--- config.mk ---
export PLATFORM = sky130hd
export DESIGN_NAME = oled_spi_arbiter
export DESIGN_NICKNAME = d
export VERILOG_FILES = /design/src/rtl/oled_spi_arbiter.sv
export SDC_FILE = /design/constraint.sdc
export NUM_CORES = 1
export LEC_CHECK = 0
export CAP_MARGIN = 25
export CORE_ASPECT_RATIO = 0.6
export CORE_MARGIN = 2
export CORE_UTILIZATION = 46
export DETAILED_ROUTE_END_ITERATION = 7
export PLACE_DENSITY_LB_ADDON = 0.25
export SLEW_MARGIN = 20
export SYNTH_ARGS = -nofsm -noshare
export SYNTH_HDL_FRONTEND = slang
export SYNTH_SLANG_ARGS = --single-unit
--- constraint.sdc ---
create_clock -name clk_in -period 2.55 [get_ports clk_in]
set_clock_uncertainty 0.2 [all_clocks]
set_input_delay 0.51 -clock clk_in [delete_from_list [all_inputs] [get_ports clk_in]]
set_output_delay 0.51 -clock clk_in [all_outputs]
set_load 0.01 [all_outputs]
--- src/rtl/oled_spi_arbiter.sv ---
// oled_spi_arbiter: grants the shared byte-wide SPI driver to one of two OLED byte sources, one transaction at a time.
// Define OLED_ARB_RR_EN for round-robin on simultaneous IDLE starts; default is fixed ch0 priority.
module oled_spi_arbiter #(
    parameter int unsigned HOLD_TIMEOUT = 255,
    parameter int unsigned BUSY_TIMEOUT = 15
) (
    input  logic       clk_in,
    input  logic       resetn,
    input  logic       ch0_start,
    input  logic [7:0] ch0_data,
    input  logic       ch0_dc,
    input  logic       ch0_last,
    output logic       ch0_ready,
    input  logic       ch1_start,
    input  logic [7:0] ch1_data,
    input  logic       ch1_dc,
    input  logic       ch1_last,
    output logic       ch1_ready,
    output logic       spi_transmitt,
    output logic [7:0] spi_data,
    output logic       spi_cs_release,
    input  logic       spi_ready,
    output logic       oled_dc,
    output logic       owner,
    output logic       busy,
    output logic       timeout_err
);
    typedef enum logic [2:0] {IDLE, LAUNCH, WAIT_BUSY, WAIT_DONE, HOLD} state_t;
    localparam logic [7:0] HOLD_LIM = 8'(HOLD_TIMEOUT - 1);
    localparam logic [7:0] BUSY_LIM = 8'(BUSY_TIMEOUT - 1);
    state_t     state_q, state_d;
    logic [7:0] data_q, data_d, cnt_q, cnt_d;
    logic       dc_q, dc_d, last_q, last_d, owner_q, owner_d, busy_q, busy_d, tmo_q, tmo_d;
    logic       go0, go1, win1, latch;
    assign ch0_ready = (state_q == IDLE) ? spi_ready : ((state_q == HOLD) && !owner_q);
    assign ch1_ready = (state_q == IDLE) ? spi_ready : ((state_q == HOLD) && owner_q);
    assign go0 = ch0_start && ch0_ready;
    assign go1 = ch1_start && ch1_ready;
    // In HOLD only the owner can be ready, so these also resolve the HOLD case.
`ifdef OLED_ARB_RR_EN
    assign win1 = go1 && (!go0 || !owner_q);
`else
    assign win1 = go1 && !go0;
`endif
    assign latch = go0 || go1;
    always_comb begin
        state_d = state_q;
        data_d  = data_q;
        dc_d    = dc_q;
        last_d  = last_q;
        owner_d = owner_q;
        busy_d  = busy_q;
        tmo_d   = 1'b0;
        cnt_d   = (cnt_q == 8'hFF) ? cnt_q : cnt_q + 8'd1;
        if (latch) begin
            data_d  = win1 ? ch1_data : ch0_data;
            dc_d    = win1 ? ch1_dc : ch0_dc;
            last_d  = win1 ? ch1_last : ch0_last;
            owner_d = win1;
            busy_d  = 1'b1;
            cnt_d   = '0;
            state_d = LAUNCH;
        end else begin
            case (state_q)
                LAUNCH: begin
                    state_d = WAIT_BUSY;
                    cnt_d   = '0;
                end
                // A driver that finishes before we see ready drop must not hang us here.
                WAIT_BUSY: if (!spi_ready || cnt_q >= BUSY_LIM) begin
                    state_d = WAIT_DONE;
                    cnt_d   = '0;
                end
                WAIT_DONE: if (spi_ready) begin
                    state_d = last_q ? IDLE : HOLD;
                    busy_d  = !last_q;
                    cnt_d   = '0;
                end
                HOLD: if (cnt_q >= HOLD_LIM) begin
                    state_d = IDLE;
                    busy_d  = 1'b0;
                    tmo_d   = 1'b1;
                end
                default: ;
            endcase
        end
    end
    always_ff @(posedge clk_in or negedge resetn) begin
        if (!resetn) begin
            state_q <= IDLE;
            data_q  <= '0;
            cnt_q   <= '0;
            dc_q    <= 1'b0;
            last_q  <= 1'b0;
            owner_q <= 1'b0;
            busy_q  <= 1'b0;
            tmo_q   <= 1'b0;
        end else begin
            state_q <= state_d;
            data_q  <= data_d;
            cnt_q   <= cnt_d;
            dc_q    <= dc_d;
            last_q  <= last_d;
            owner_q <= owner_d;
            busy_q  <= busy_d;
            tmo_q   <= tmo_d;
        end
    end
    assign spi_transmitt  = (state_q == LAUNCH);
    assign spi_data       = data_q;
    assign spi_cs_release = last_q;
    assign oled_dc        = dc_q;
    assign owner          = owner_q;
    assign busy           = busy_q;
    assign timeout_err    = tmo_q;
endmodule

* After elaboration in Yosys (flattened, before gate mapping)
Index checks and enable logic that the tools add are counted.
** Cells by class
- Add/sub/neg operators :: 1
- $mul :: 0
- Divide/modulo/power cells :: 0
- Order comparisons :: 2
- Equal/unequal tests :: 8
- Shift-type cells :: 0
- Muxes and demuxes :: 23
- Bitwise operators :: 0
- Reduce and logical (&&, ||, !) cells :: 16
** Operators by type and width (number)
- $mux 8 :: 5
- $pmux 8 s3 :: 1
- $mux 3 :: 5
- $pmux 3 s4 :: 1
- $mux 1 :: 10
- $add 8x1->8 const B :: 1
- $eq 8x8->1 const B :: 1
- $ge 8x4->1 const B :: 1
- $ge 8x8->1 const B :: 1
- $eq 3x2->1 const B :: 2
- $ne 3x3->1 const B :: 2
- $logic_and 1x1->1 :: 5
- $reduce_bool 5->1 :: 1
- $logic_not 1->1 :: 4
- $reduce_and 4->1 :: 1
- $eq 3x1->1 const B :: 1
- $eq 3x3->1 const B :: 1
- $logic_not 3->1 :: 1
- $ne 3x2->1 const B :: 1
- $reduce_and 3->1 :: 1
- $reduce_bool 3->1 :: 1
- $logic_or 1x1->1 :: 2
- $pmux 1 s2 :: 1
** Storage, ports and cells
- Register bits :: 24
- Latch bits :: 0
- Memory bits (writable) :: 0
- ROM bits :: 0
- Input port bits :: 25
- Memories kept :: 0

* Depth between registers and ports, before layout
- Word-level depth :: 7
- Mapped depth :: 7

* Least setup slack after synthesis
OpenSTA, ideal clock, no wires.
- Kind :: flip-flop to flip-flop
- From :: reg cnt_q[0]
- To :: reg state_q[0]
- Setup time :: 125 ps
- Arrival time :: 1657 ps
- Slack :: 568 ps
- Cell stages (with the launch flop) :: 8
- Buffers on the path :: 0
- Clock period less this slack :: 1982 ps
- Cells stage by stage :: dfrtp_1 -> inv_1 -> ha_1 -> o211ai_1 -> and4_4 -> o311ai_4 -> nor2b_4 -> mux2_4
** On the way
- Longest elaborated chain between the ends :: 4
** RTL lines
- from (decl) :: line 32 : logic [7:0] data_q, data_d, cnt_q, cnt_d;
- from (signal assigned) :: line 101 : cnt_q <= cnt_d;
- $ge 8x4->1 :: line 70 : WAIT_BUSY: if (!spi_ready || cnt_q >= BUSY_LIM) begin
- $logic_or 1x1->1 :: line 70
- $ne 3x3->1 (no line)
- $reduce_and 4->1 (no line) (*)
- to (signal assigned) :: line 99 : state_q <= state_d;
- to (decl) :: line 31 : state_t state_q, state_d;
Mark *: on every way between the ends. The rest lies on a longest branch, timed or not.
A chain may end at the register's enable or synchronous reset.

* Worst setup path after layout
- From :: reg state_q[2]
- To :: out spi_transmitt
** On the way
- Longest elaborated chain between the ends :: 1
** RTL lines
- $eq 3x1->1 :: line 109 : assign spi_transmitt = (state_q == LAUNCH);
- to (decl) :: line 19 : output logic spi_transmitt,
Every way passes these cells.

==> impl_metrics.ini <==
[timing]
fin_crit_sh_pct = 94.2
totalNegativeSetupSlack_ns = 0
fmax_ghz = 0.416
rsz0062_at_grt = no
worst_slew_pin_slew_ns = 0.417
finalSetupViolations = 0
whs_ns = 0.317
slew_violations = 0
maxSlewHeadroom_pct = 72.1
fin_crit_ns = 2.40
final_hold_viol_count = 0

[critical_path]
cp.arrival_ns = 1.69
crit_type = flip-flop to output port
worstSetupStartpointType = flip-flop
cp.required_ns = 1.84
crit_path_max_fanout = 8
end_kind = output port

[final_layout]
diodes = 0
syn_to_final_growth_pct = 40.2
layout.nets = 200
layout-drive-gt1-share_pct = 14.5
fin_cells = 204
num-fill-cells = 205
fin_util_pct = 70.3

[synthesis]
netlist_instances = 125
syn_area_per_cell_um2 = 10.5
synth_seq_area_share_pct = 45.9
synth_flop_cell = dfrtp_1
ys_warn_count = 0
yosys.area.top_type_share_pct = 45.9
yosysTopAreaCell = dfrtp_1
ys_async_sr_fraction_pct = 100
synth_edf_count = 0
syn-cell-area_um2 = 1310
yosys.cell_types.count = 40
synthTopCellsByArea = dfrtp_1 46%, mux2i_1 8.4%, nor2_1 5.4%
ys_ff_latch = 24
syn_nets = 152

[place]
post-dp-hpwl_um = 2440
portBuffers = 40
dp_cells = 200
globalplace.congestion = 0.841

[global_route]
grt_use_total_pct = 21.0
antenna_found_initial = 0
grt_start_max_net_pins = 25
grt.overflow.total = 0
grt_pass1_vias = 1078
grt_pass1_wl_um = 5070

[clocking]
htree_num_levels = 1
cts_tree = done
numCtsBuffers = 3
cts_root_buffer = clkbuf_8
hold_buffers = 0
numClockSinks = 24
path_clk_slew_ns = 0.09
clock_latency_ns = 0.27
cts_buffer_depth = 2

[die]
row_count = 14
fp.dieW_um = 72.9
fp.dieH_um = 45.3
initial_utilization_pct = 50.1
fp.coreArea_um2 = 2610
io_pins = 41
dieArea_um2 = 3300

[route]
final_antenna_net_count = 0
drt_wl_total_um = 3090
first_pass_iters = 7
wire_per_inst_um = 15.2
drc_errors = 0
dr_total_vias = 1100
first_iter_violations = 97
viasPerCell = 5.39

[power_and_ir_drop]
seqPwrFrac_pct = 35.1
p_per_area_nw_per_um2 = 973
leakagePower_nw = 0.858
total_power_w = 0.00179
intPower_w = 0.00116
power.switching_w = 0.000622
power_frac_clock_pct = 14.5
p_sw_share_pct = 34.8
combPwrFrac_pct = 50.3
peakVddDrop_v = 0.000510

[flow_run]
cap_violations = 0

[hold_path]
hp-class = flip-flop to flip-flop

[status]
outcome = complete, no violations
[per-stage QoR]
step | worst slack (ns) | cell area [µm²]
after detailed placement | -0.0276 | 1780
after CTS | 0.140 | 1830
after floorplan | 0.568 | 1310
after global routing | 0.0164 | 1830
final | 0.148 | 1830
after global placement | 0.0101 | 1780
[sequential cells by signal, summed over array words and instances, names as in the netlist]
register and cells:
oled_dc 1, timeout_err 1, state_q 3, owner 1, spi_cs_release 1, busy 1
cnt_q 8, spi_data 8
[cells in the mapped netlist, drive strengths merged, types with 2 or more instances]
library cell / number
buf: 2
dfrtp: 24
nand2: 6
ha: 2
and2: 2
mux2: 4
nand3: 2
mux2i: 11
nor2: 19
nand4: 3
clkbuf: 3
and4: 2
nor2b: 4
o211ai: 2
xnor2: 2
a21oi: 13
inv: 4
nor3: 2
nor4: 2
o21a: 2
xor2: 2
[critical path: stages (launching register included)]
cell	delay, ns
dfrtp_1	0.42
buf_4	0.18
nor3b_1	0.23
clkdlybuf4s50_1	0.58
[power by group through the flow]
stage          Sequential, W  Clock, W  Combinational [W]
4_1_cts             0.000626  0.000264           0.000907
5_1_grt             0.000649  0.000281           0.000972
2_1_floorplan       0.000662         0           0.000475
6_report            0.000627  0.000259           0.000899
3_3_place_gp        0.000627         0           0.000871
3_5_place_dp        0.000634         0           0.000904
[logic make-up after synthesis]
family	share of synthesized area, %
buf+inv	3.44
mux	12.7
simple gates	18.8
compound gates	14.5
flops	45.9
xor+xnor	2.68
fa+ha+maj	1.91
[path summary, 6_finish.rpt]
kind / slack (ns) / depth (start not counted) / endpoint / from
max: 0.15 / 3 / spi_transmitt / state_q[2]$_DFFE_PN0P_
min: 0.32 / 1 / busy$_DFFE_PN0P_ / busy$_DFFE_PN0P_
max reg2reg: 0.43 / 7 / state_q[1]$_DFFE_PN0P_ / cnt_q[0]$_DFF_PN0_
min reg2reg: 0.32 / 1 / busy$_DFFE_PN0P_ / busy$_DFFE_PN0P_
max in group asynchronous: 1.52 / 2 / cnt_q[2]$_DFF_PN0_ / resetn
min in group asynchronous: 0.39 / 2 / cnt_q[4]$_DFF_PN0_ / resetn
[cell type report]
type / count / area (µm²) / area share (%)
Clock buffer: 4 / 55.1 / 3.00
Inverter: 4 / 15.0 / 0.819
Multi-Input combinational cell: 92 / 666 / 36.3
Sequential cell: 24 / 601 / 32.7
Tap cell: 32 / 40.0 / 2.18
Timing Repair Buffer: 48 / 458 / 25.0
[per-layer routing]
metal  wire (µm)  up-vias  part of all wire (%)  track usage [%]
li1            -      540                     -                -
met1        1410      518                    46             27.0
met2        1500       38                    48             35.6
met3         154        4                   5.0             6.25
met4          25        0                  0.81             5.19
met5           0        -                     0                0
[cells in the final DEF, fill, tap and decap left out, types with 3 or more instances in the layout]
master	Yosys	routed
clkbuf_8	0	4
nand2_1	6	6
inv_1	4	4
a21oi_1	13	13
mux2i_1	11	11
nor2_1	19	19
mux2_4	3	3
clkdlybuf4s50_1	0	38
buf_4	1	8
dfrtp_1	24	24
[repair_timing]
item / 4_1_cts / 5_1_grt
setup buffers: 0 / 0
endpoints found under the setup margin: 2 / 0
gates resized for setup: 3 / 0
No activity file was read; power rests on OpenSTA's default activity.
